==> config.mk <==
export PLATFORM = sky130hd
export DESIGN_NAME = ika9958_vram_slot_sched
export DESIGN_NICKNAME = d
export VERILOG_FILES = /design/src/rtl/ika9958_vram_slot_sched.sv
export SDC_FILE = /design/constraint.sdc
export NUM_CORES = 1
export LEC_CHECK = 0
export ABC_AREA = 1
export CAP_MARGIN = 20
export CORE_UTILIZATION = 47
export CTS_CLUSTER_DIAMETER = 150
export DETAILED_ROUTE_END_ITERATION = 12
export GPL_TIMING_DRIVEN = 1
export PLACE_DENSITY = 0.85
export RECOVER_POWER = 50
export SLEW_MARGIN = 20
export SYNTH_ARGS = -nofsm -noshare
export SYNTH_HDL_FRONTEND = slang
export SYNTH_SLANG_ARGS = --single-unit
==> constraint.sdc <==
create_clock -name i_phiA -period 2.5 [get_ports i_phiA]
set_input_delay 0.5 -clock i_phiA [delete_from_list [all_inputs] [get_ports i_phiA]]
set_output_delay 0.5 -clock i_phiA [all_outputs]
set_load 0.05 [all_outputs]
==> src/rtl/ika9958_vram_slot_sched.sv <==
// ---------------------------------------------------------------------------
// ika9958_vram_slot_sched
//
// Per-line VRAM access slot scheduler. Every line is cut into 2-cycle access
// slots, one slot starting on each enabled cycle whose horizontal count is
// even. At the start of a slot one owner is chosen: display fetch, DRAM
// refresh, CPU port or command engine. The registered owner code drives the
// VRAM address/data mux in the controller downstream.
//
// Ports
//   i_phiA        master clock
//   i_RST_n       synchronous active-low reset (acts even with enable low)
//   i_phiL_NCEN   clock enable; all state advances only when high
//   i_hcntr       horizontal counter, 0..HLAST, +1 per enabled cycle
//   i_disp_en     active display line; every fourth slot is a display fetch
//   i_cpu_req     CPU port access request (level, held until ack)
//   i_cmd_req     command engine access request (level, held until ack)
//   o_cpu_ack     one enabled-cycle pulse in the first cycle of a CPU slot
//   o_cmd_ack     one enabled-cycle pulse in the first cycle of a CMD slot
//   o_owner       0=IDLE 1=DISP 2=REF 3=CPU 4=CMD, held for the whole slot
//   o_slot_start  high in the first cycle of every slot
//   o_ref_pend    refresh requests waiting for a slot
// ---------------------------------------------------------------------------
module ika9958_vram_slot_sched #(
   parameter int HLAST      = 340,
   parameter int REF_H      = 230,
   parameter int REF_MAX    = 3,
   parameter int STARVE_LIM = 3
) (
   input  logic       i_phiA,
   input  logic       i_RST_n,
   input  logic       i_phiL_NCEN,
   input  logic [8:0] i_hcntr,
   input  logic       i_disp_en,
   input  logic       i_cpu_req,
   input  logic       i_cmd_req,
   output logic       o_cpu_ack,
   output logic       o_cmd_ack,
   output logic [2:0] o_owner,
   output logic       o_slot_start,
   output logic [1:0] o_ref_pend
);

   localparam int SW = (STARVE_LIM < 1) ? 1 : $clog2(STARVE_LIM + 1);

   localparam logic [2:0] OWN_IDLE = 3'd0;
   localparam logic [2:0] OWN_DISP = 3'd1;
   localparam logic [2:0] OWN_REF  = 3'd2;
   localparam logic [2:0] OWN_CPU  = 3'd3;
   localparam logic [2:0] OWN_CMD  = 3'd4;

   typedef enum logic [1:0] {
      ST_IDLE  = 2'd0,
      ST_SLOT1 = 2'd1,
      ST_SLOT2 = 2'd2
   } state_t;

   state_t        state;
   logic [SW-1:0] starve;

   logic          boundary;
   logic          ref_inc;
   logic          ref_dec;
   logic [2:0]    nxt_owner;
   logic [SW-1:0] nxt_starve;

   // Request/ack handshake: a requester raises req and holds it. The
   // scheduler samples req only at a slot boundary; a granted slot is flagged
   // by a one enabled-cycle ack in its first cycle, and the requester drops
   // req on the following enabled cycle. A req still high during the second
   // slot cycle is treated as a fresh request at the next boundary.

   assign boundary = i_phiL_NCEN && !i_hcntr[0];
   assign ref_inc  = (i_hcntr == 9'(REF_H));
   assign ref_dec  = boundary && (nxt_owner == OWN_REF);

   // Owner selection for the slot that starts on this cycle. When CPU and
   // command engine contend, CPU wins until it has won STARVE_LIM contested
   // slots in a row; the next contested slot is forced to the command engine.
   always_comb begin
      nxt_owner  = OWN_IDLE;
      nxt_starve = starve;
      if (i_hcntr == 9'(HLAST)) begin
         nxt_owner = OWN_IDLE;
      end else if (i_disp_en && (i_hcntr[2:1] == 2'b00)) begin
         nxt_owner = OWN_DISP;
      end else if (o_ref_pend != 2'd0) begin
         nxt_owner = OWN_REF;
      end else if (i_cpu_req && i_cmd_req) begin
         if (starve == SW'(STARVE_LIM)) begin
            nxt_owner  = OWN_CMD;
            nxt_starve = '0;
         end else begin
            nxt_owner  = OWN_CPU;
            nxt_starve = starve + SW'(1);
         end
      end else if (i_cpu_req) begin
         nxt_owner  = OWN_CPU;
         nxt_starve = '0;
      end else if (i_cmd_req) begin
         nxt_owner  = OWN_CMD;
         nxt_starve = '0;
      end
   end

   always_ff @(posedge i_phiA) begin
      if (!i_RST_n) begin
         state        <= ST_IDLE;
         starve       <= '0;
         o_ref_pend   <= 2'd0;
         o_owner      <= OWN_IDLE;
         o_slot_start <= 1'b0;
         o_cpu_ack    <= 1'b0;
         o_cmd_ack    <= 1'b0;
      end else if (i_phiL_NCEN) begin
         // A queued refresh and a refresh grant on the same cycle cancel.
         if (ref_inc && !ref_dec) begin
            if (o_ref_pend != 2'(REF_MAX)) begin
               o_ref_pend <= o_ref_pend + 2'd1;
            end
         end else if (ref_dec && !ref_inc) begin
            o_ref_pend <= o_ref_pend - 2'd1;
         end

         if (boundary) begin
            // Also taken from SLOT1: the HLAST->0 wrap truncates that slot.
            state        <= ST_SLOT1;
            starve       <= nxt_starve;
            o_owner      <= nxt_owner;
            o_slot_start <= 1'b1;
            o_cpu_ack    <= (nxt_owner == OWN_CPU);
            o_cmd_ack    <= (nxt_owner == OWN_CMD);
         end else begin
            o_slot_start <= 1'b0;
            o_cpu_ack    <= 1'b0;
            o_cmd_ack    <= 1'b0;
            case (state)
               ST_SLOT1: state <= ST_SLOT2;
               default: begin
                  state   <= ST_IDLE;
                  o_owner <= OWN_IDLE;
               end
            endcase
         end
      end
   end

endmodule

-- Yosys cells after proc, flatten, opt, wreduce, memory -nomap -nowiden
Index checks and enable logic that the tools add are counted.
- RAM bits: 0
- memories kept: 0
- logic and storage cells: 60
- bits in latches: 0
- memory bits (read-only): 0
- flip-flop bits (word level): 12
- bits of input ports: 15
- output and inout port bits: 8
- magnitude comparators: 0
- bitwise logic cells: 3
- reduce and logical (&&, ||, !) cells: 16
- add/subtract/negate cells: 3
- equality and inequality tests: 10
- shift-type cells: 0
- multiply operators: 0
- divide/modulo/power cells: 0
- multiplexer cells: 21
- operators with widths (operator ; count):
    $mux 3 ; 9
    $mux 2 ; 9
    $eq 9x8->1 const B ; 1
    $eq 9x9->1 const B ; 1
    $eq 3x2->1 const B ; 2
    $logic_and 1x1->1 ; 6
    $reduce_and 6->1 ; 1
    $add 2x1->2 const B ; 2
    $ne 2x2->1 const B ; 2
    $reduce_bool 2->1 ; 2
    $eq 3x3->1 const B ; 1
    $logic_not 1->1 ; 3
    $mux 1 ; 3
    $not 1->1 ; 3
    $reduce_and 3->1 ; 1
    $reduce_bool 3->1 ; 1
    $eq 2x1->1 const B ; 1
    $eq 2x2->1 const B ; 1
    $logic_not 2->1 ; 1
    $ne 2x1->1 const B ; 1
    $reduce_and 2->1 ; 1
    $sub 2x1->2 const B ; 1

-- Logic depth before layout (Yosys ltp)
- depth in word-level cells: 12
- gate-level depth with buffers: 12
- depth with buffers taken out: 12

-- Worst setup path before layout
Ideal clock, no wire load.
- path type: register to register
- start point: register o_ref_pend[0]
- end point: register o_ref_pend[0]
- path slack: 0.883 ns
- stages on the path, launching flop included: 12
- required time: 2.387 ns
- period minus slack after synthesis: 1.617 ns
- library setup time: 0.113 ns
- buffers on the path: 0
- data arrival time: 1.504 ns
- path through: dfxtp_1 > inv_1 > nand2_2 > inv_2 > nand2_1 > nand2_1 > nor2_4 > nand4_1 > nand2_1 > nand2_2 > nor2_1 > nor2_1
- cells in the longest elaborated chain, start to end: 10
- elaborated cells on any way between the ends: 18
- those cells by class: add/sub (2); eq/ne (3); mux (6); reduce/logical (7)
- RTL lines (element ; line ; source):
    start: declaration ; 41 ; output logic [1:0] o_ref_pend
    start signal: assignment ; 119 ; o_ref_pend <= o_ref_pend + 2'd1;
    start signal: assignment ; 122 ; o_ref_pend <= o_ref_pend - 2'd1;
    $reduce_bool 2->1 ; 87 ; end else if (o_ref_pend != 2'd0) begin
    $mux 3 ; 87 ;
    $mux 3 ; 85 ; end else if (i_disp_en && (i_hcntr[2:1] == 2'b00)) begin
    $mux 3 ; 83 ; if (i_hcntr == 9'(HLAST)) begin
    $eq 3x2->1 ; 75 ; assign ref_dec = boundary && (nxt_owner == OWN_REF);
    $logic_and 1x1->1 ; 75 ;
    $logic_not 1->1 ; 117 ; if (ref_inc && !ref_dec) begin
    $logic_and 1x1->1 ; 117 ;
    $ne 2x1->1 (no source line) / $reduce_bool 2->1 (equally long branches) ; n/a ;
    $reduce_and 3->1 (no source line) ; n/a ;
Several ways; a longest one is shown, not always the timed one. The select of a mux whose other input is x is not followed.
A chain may end at the register's enable or synchronous reset.

-- Final worst setup path
- start point: input port i_phiL_NCEN
- end point: register starve[0]
- cells in the longest elaborated chain, start to end: 2
- RTL lines (element ; line ; source):
    start: declaration ; 32 ; input logic i_phiL_NCEN,
    $logic_and 1x1->1 ; 73 ; assign boundary = i_phiL_NCEN && !i_hcntr[0];
    $reduce_and 6->1 (no source line) * ; n/a ;
    end signal: assignment ; 128 ; starve <= nxt_starve;
    end: declaration ; 59 ; logic [SW-1:0] starve;
Every way passes the cells marked *; elsewhere a longest branch is shown, timed or not.

==> results.md <==
Floorplanning:
- The core outline area is approximately 1400 µm².
- In this run the core area contains 13 standard-cell rows.
- The effective utilization at floorplan is a little over half.
- The die area is 1660 µm².
- The height of the die is slightly above 40 µm.
- The floorplan die width is between 40 and 50 µm.
- Pin placement for this block handled 23 I/O pins.

Drt:
- The first-pass detailed-route iteration total is 4.
- In the routed design, unresolved DRC markers number 0.
- The via total after detailed routing is 741.
- The count of nets left with antenna violations once routing finished came out at 0.
- Wires add up to ~1.5 mm.
- The vias per cell is just under 5.
- For this block, the initial DRC count from the detailed router was 19.
- After detailed routing, the average wire length per cell comes to around 10 µm.

Layout:
- The library cells used most frequently in the layout, excluding fill and tap cells, are 30 x nand2_1, 20 x clkdlybuf4s50_1, 15 x inv_1.
- The net count of the finished layout is approximately 150.
- The finished cells cover around 960 µm².
- After filler insertion, the fill cell instance count of the layout stands at 115.
- The leading cell type in the layout, fill and taps excluded is nand2_1.
- The ratio of cells with drive above 1 in the final layout is 14.9%.
- The layout overhead on the synthesized area is 36.6%.
- The final core utilization is a little under three quarters.
- After the flow finishes, the layout carries non-filler instances totaling 149.
- 0 antenna diodes ended up in the layout.

Setup path:
- The category of the worst setup path launch point is an input port.
- For this run, the slowest stage of the critical path takes ~0.58 ns.
- The required time of the critical path is approximately 2.7 ns.
- The critical path is of the in2reg type.
- Data on the critical path arrives at its endpoint at 2.19 ns.
- The maximum fanout along the worst path is 7.
- The slowest stage of the critical path belongs to the cell dlygate4sd3_1.
- The worst setup path is captured at a flip-flop.
- The signal on the critical path passes through dlygate4sd3_1 -> inv_2 -> nor2_1 -> inv_2 -> a211oi_2 -> nand2_1 -> nand2_1 -> a21oi_1.

STA:
- Setup repair after global routing left no endpoint under its margin.
- The final count of negative-setup-slack endpoints is 0.
- For the pin with the worst max-slew slack, the measured transition is slightly above 0.5 ns.
- The count of pins over their slew limit came to 0.
- The setup skew after layout is 0.00121 ns.
- The maximum frequency from static timing analysis is around 500 MHz.
- After layout, the minimum clock period comes to about 2.0 ns.
- The final critical-path share of the clock period is 81.3%.
- The worst slew slack as a fraction of its limit is about two thirds.
- The hold violation total from the final report is 0.
- Hold is met by around 0.46 ns.
- Setup total negative slack on the finished layout was measured at 0 ns.

Clocking:
- In this run the post-CTS setup repair buffer count came out at 0.
- The root buffer selected by CTS is clkbuf_4.
- The number of instances resized during post-cts repair is 0.
- Clock-pin slew was measured on the worst setup and hold paths at 0.06 ns.
- The longest clock path from root to sink contains 2 buffers.
- The clock latency at the later pin of the worst-skew pair is 0.26 ns.
- The CTS tree is yes.
- The hold-fix buffer count after cts is 0.
- The CTS sink count is 11.
- The number of buffers created by CTS is 3.
- In this run the number of H-tree levels came out at 1.

Hold path:
- The worst hold path belongs to the class reg2reg.

Placement:
- After detailed placement, the total cell area comes to about 940 µm².
- The count of input and output buffers is 22.
- Once detailed placement completed, the half-perimeter wirelength came to between 1 and 1.5 mm.
- The number of instances in the placed design is ~150.
- The routability congestion estimate from global placement is approximately 0.78.

Global route:
- The first global-routing pass estimated between 2 and 2.5 mm of wire.
- The largest net degree at the start of global routing is 10.
- The via count of the first global-routing pass is roughly 600.
- met2 is the most crowded layer.
- The global-route usage over all layers is 21.5%.
- The met2 track demand over resource is 41.7%.
- Global routing consumed, on the met3 layer, under 10% of the routing resources.
- The met1 demand-to-capacity share in global routing is between 20% and 30%.
- The initial antenna violation count is 0.
- For this run the aggregate overflow at the end of global routing stands at 0.

Logic synthesis:
- The synthesized netlist contains 23 unique library cells.
- When the netlist entered floorplanning its net count stood at 124.
- During synthesis, Yosys emitted a total of 0 warnings.
- Synthesis handed over a netlist of between 100 and 150 instances.
- The number of storage elements in the synthesis netlist is 11.
- The synthesized netlist occupies a cell area of between 700 and 800 µm².
- A synthesized cell averages between 6 and 7 µm².
- The portion of the post-synthesis area used by sequential elements is between 30% and 40%.

Job:
- The tool flagged a number of max-cap violations equal to 0.

Power:
- Across the VDD grid, the largest voltage drop is around 460 µV.
- In this run the power density over the cells is around 410 nW/µm².
- The static power due to leakage is around 0.43 nW.

Outcome:
- The flow ran to the end, and the final reports show no timing, DRC or antenna violations.
critical path: cells and delay by family:
kind / cells / cell delay (ns)
and+or+nand+nor: 3 / 0.58
AOI/OAI and AO/OA: 2 / 0.34
buffers and inverters: 3 / 0.76
synth_stat cells, drive strengths merged:
master	number	area, µm²
clkinv	1	3.75
nand3b	1	7.51
a31oi	1	6.26
dfxtp	11	220
nand4	2	18.8
nor3	2	10.0
and3	1	6.26
nand2	35	144
a211oi	2	20.0
nor4	1	6.26
nor2	13	76.3
ha	1	12.5
a21oi	8	40.0
inv	20	75.1
o21ai	1	5.00
nand3	8	52.6
sequential cells by signal (all words and copies together), names as in the netlist:
signal and flops:
o_owner 3, state 2, o_cmd_ack 1, o_cpu_ack 1, o_ref_pend 2, starve 2
cell families (layout without fill, tap and decap cells):
group / after synthesis / in the layout / share of synthesized area, %
simple gates: 63 / 63 / 45.6
fa+ha+maj: 1 / 1 / 1.78
compound gates: 12 / 12 / 10.1
buf+inv: 21 / 47 / 11.2
flops: 11 / 11 / 31.3
power breakdown:
part	leakage (nW)	internal (W)	switching, W
combinational	0.325	0.0000413	0.0000562
sequential	0.0894	0.000181	0.00000324
clock	0.0150	0.0000617	0.0000554
total	0.429	0.000284	0.000115
metal layers:
metal,up-vias,share of wire [%]
met5,-,0
met4,0,0
met3,0,4.6
met2,13,52
met1,331,43
li1,397,-
metrics by stage:
stage	total power, W	worst slack, ns
detailed placement	0.000288	0.493
global placement	0.000285	0.509
global route	0.000418	0.290
floorplan	0.000244	0.883
finish	0.000399	0.467
CTS	0.000405	0.547
path summary, 6_finish.rpt:
check                               from  cells past startpoint  slack, ns                         end
setup / recovery             i_phiL_NCEN                      8       0.47      starve[0]$_SDFFE_PN0P_
hold / removal    starve[1]$_SDFFE_PN0P_                      2       0.46      starve[1]$_SDFFE_PN0P_
hold reg to reg   starve[1]$_SDFFE_PN0P_                      2       0.46      starve[1]$_SDFFE_PN0P_
setup reg to reg  starve[0]$_SDFFE_PN0P_                     11       0.99  o_ref_pend[0]$_SDFFE_PN0P_
layout make-up:
type                    count  area (µm²)  area share [%]
flip-flops and latches     11         220            22.9
well taps                  15        18.8            1.95
inverters                  21        78.8            8.19
clock buffers               4        26.3            2.73
repair buffers             22         220            22.9
multi-input cells          76         398            41.4
(Power assumes the default switching activity.)
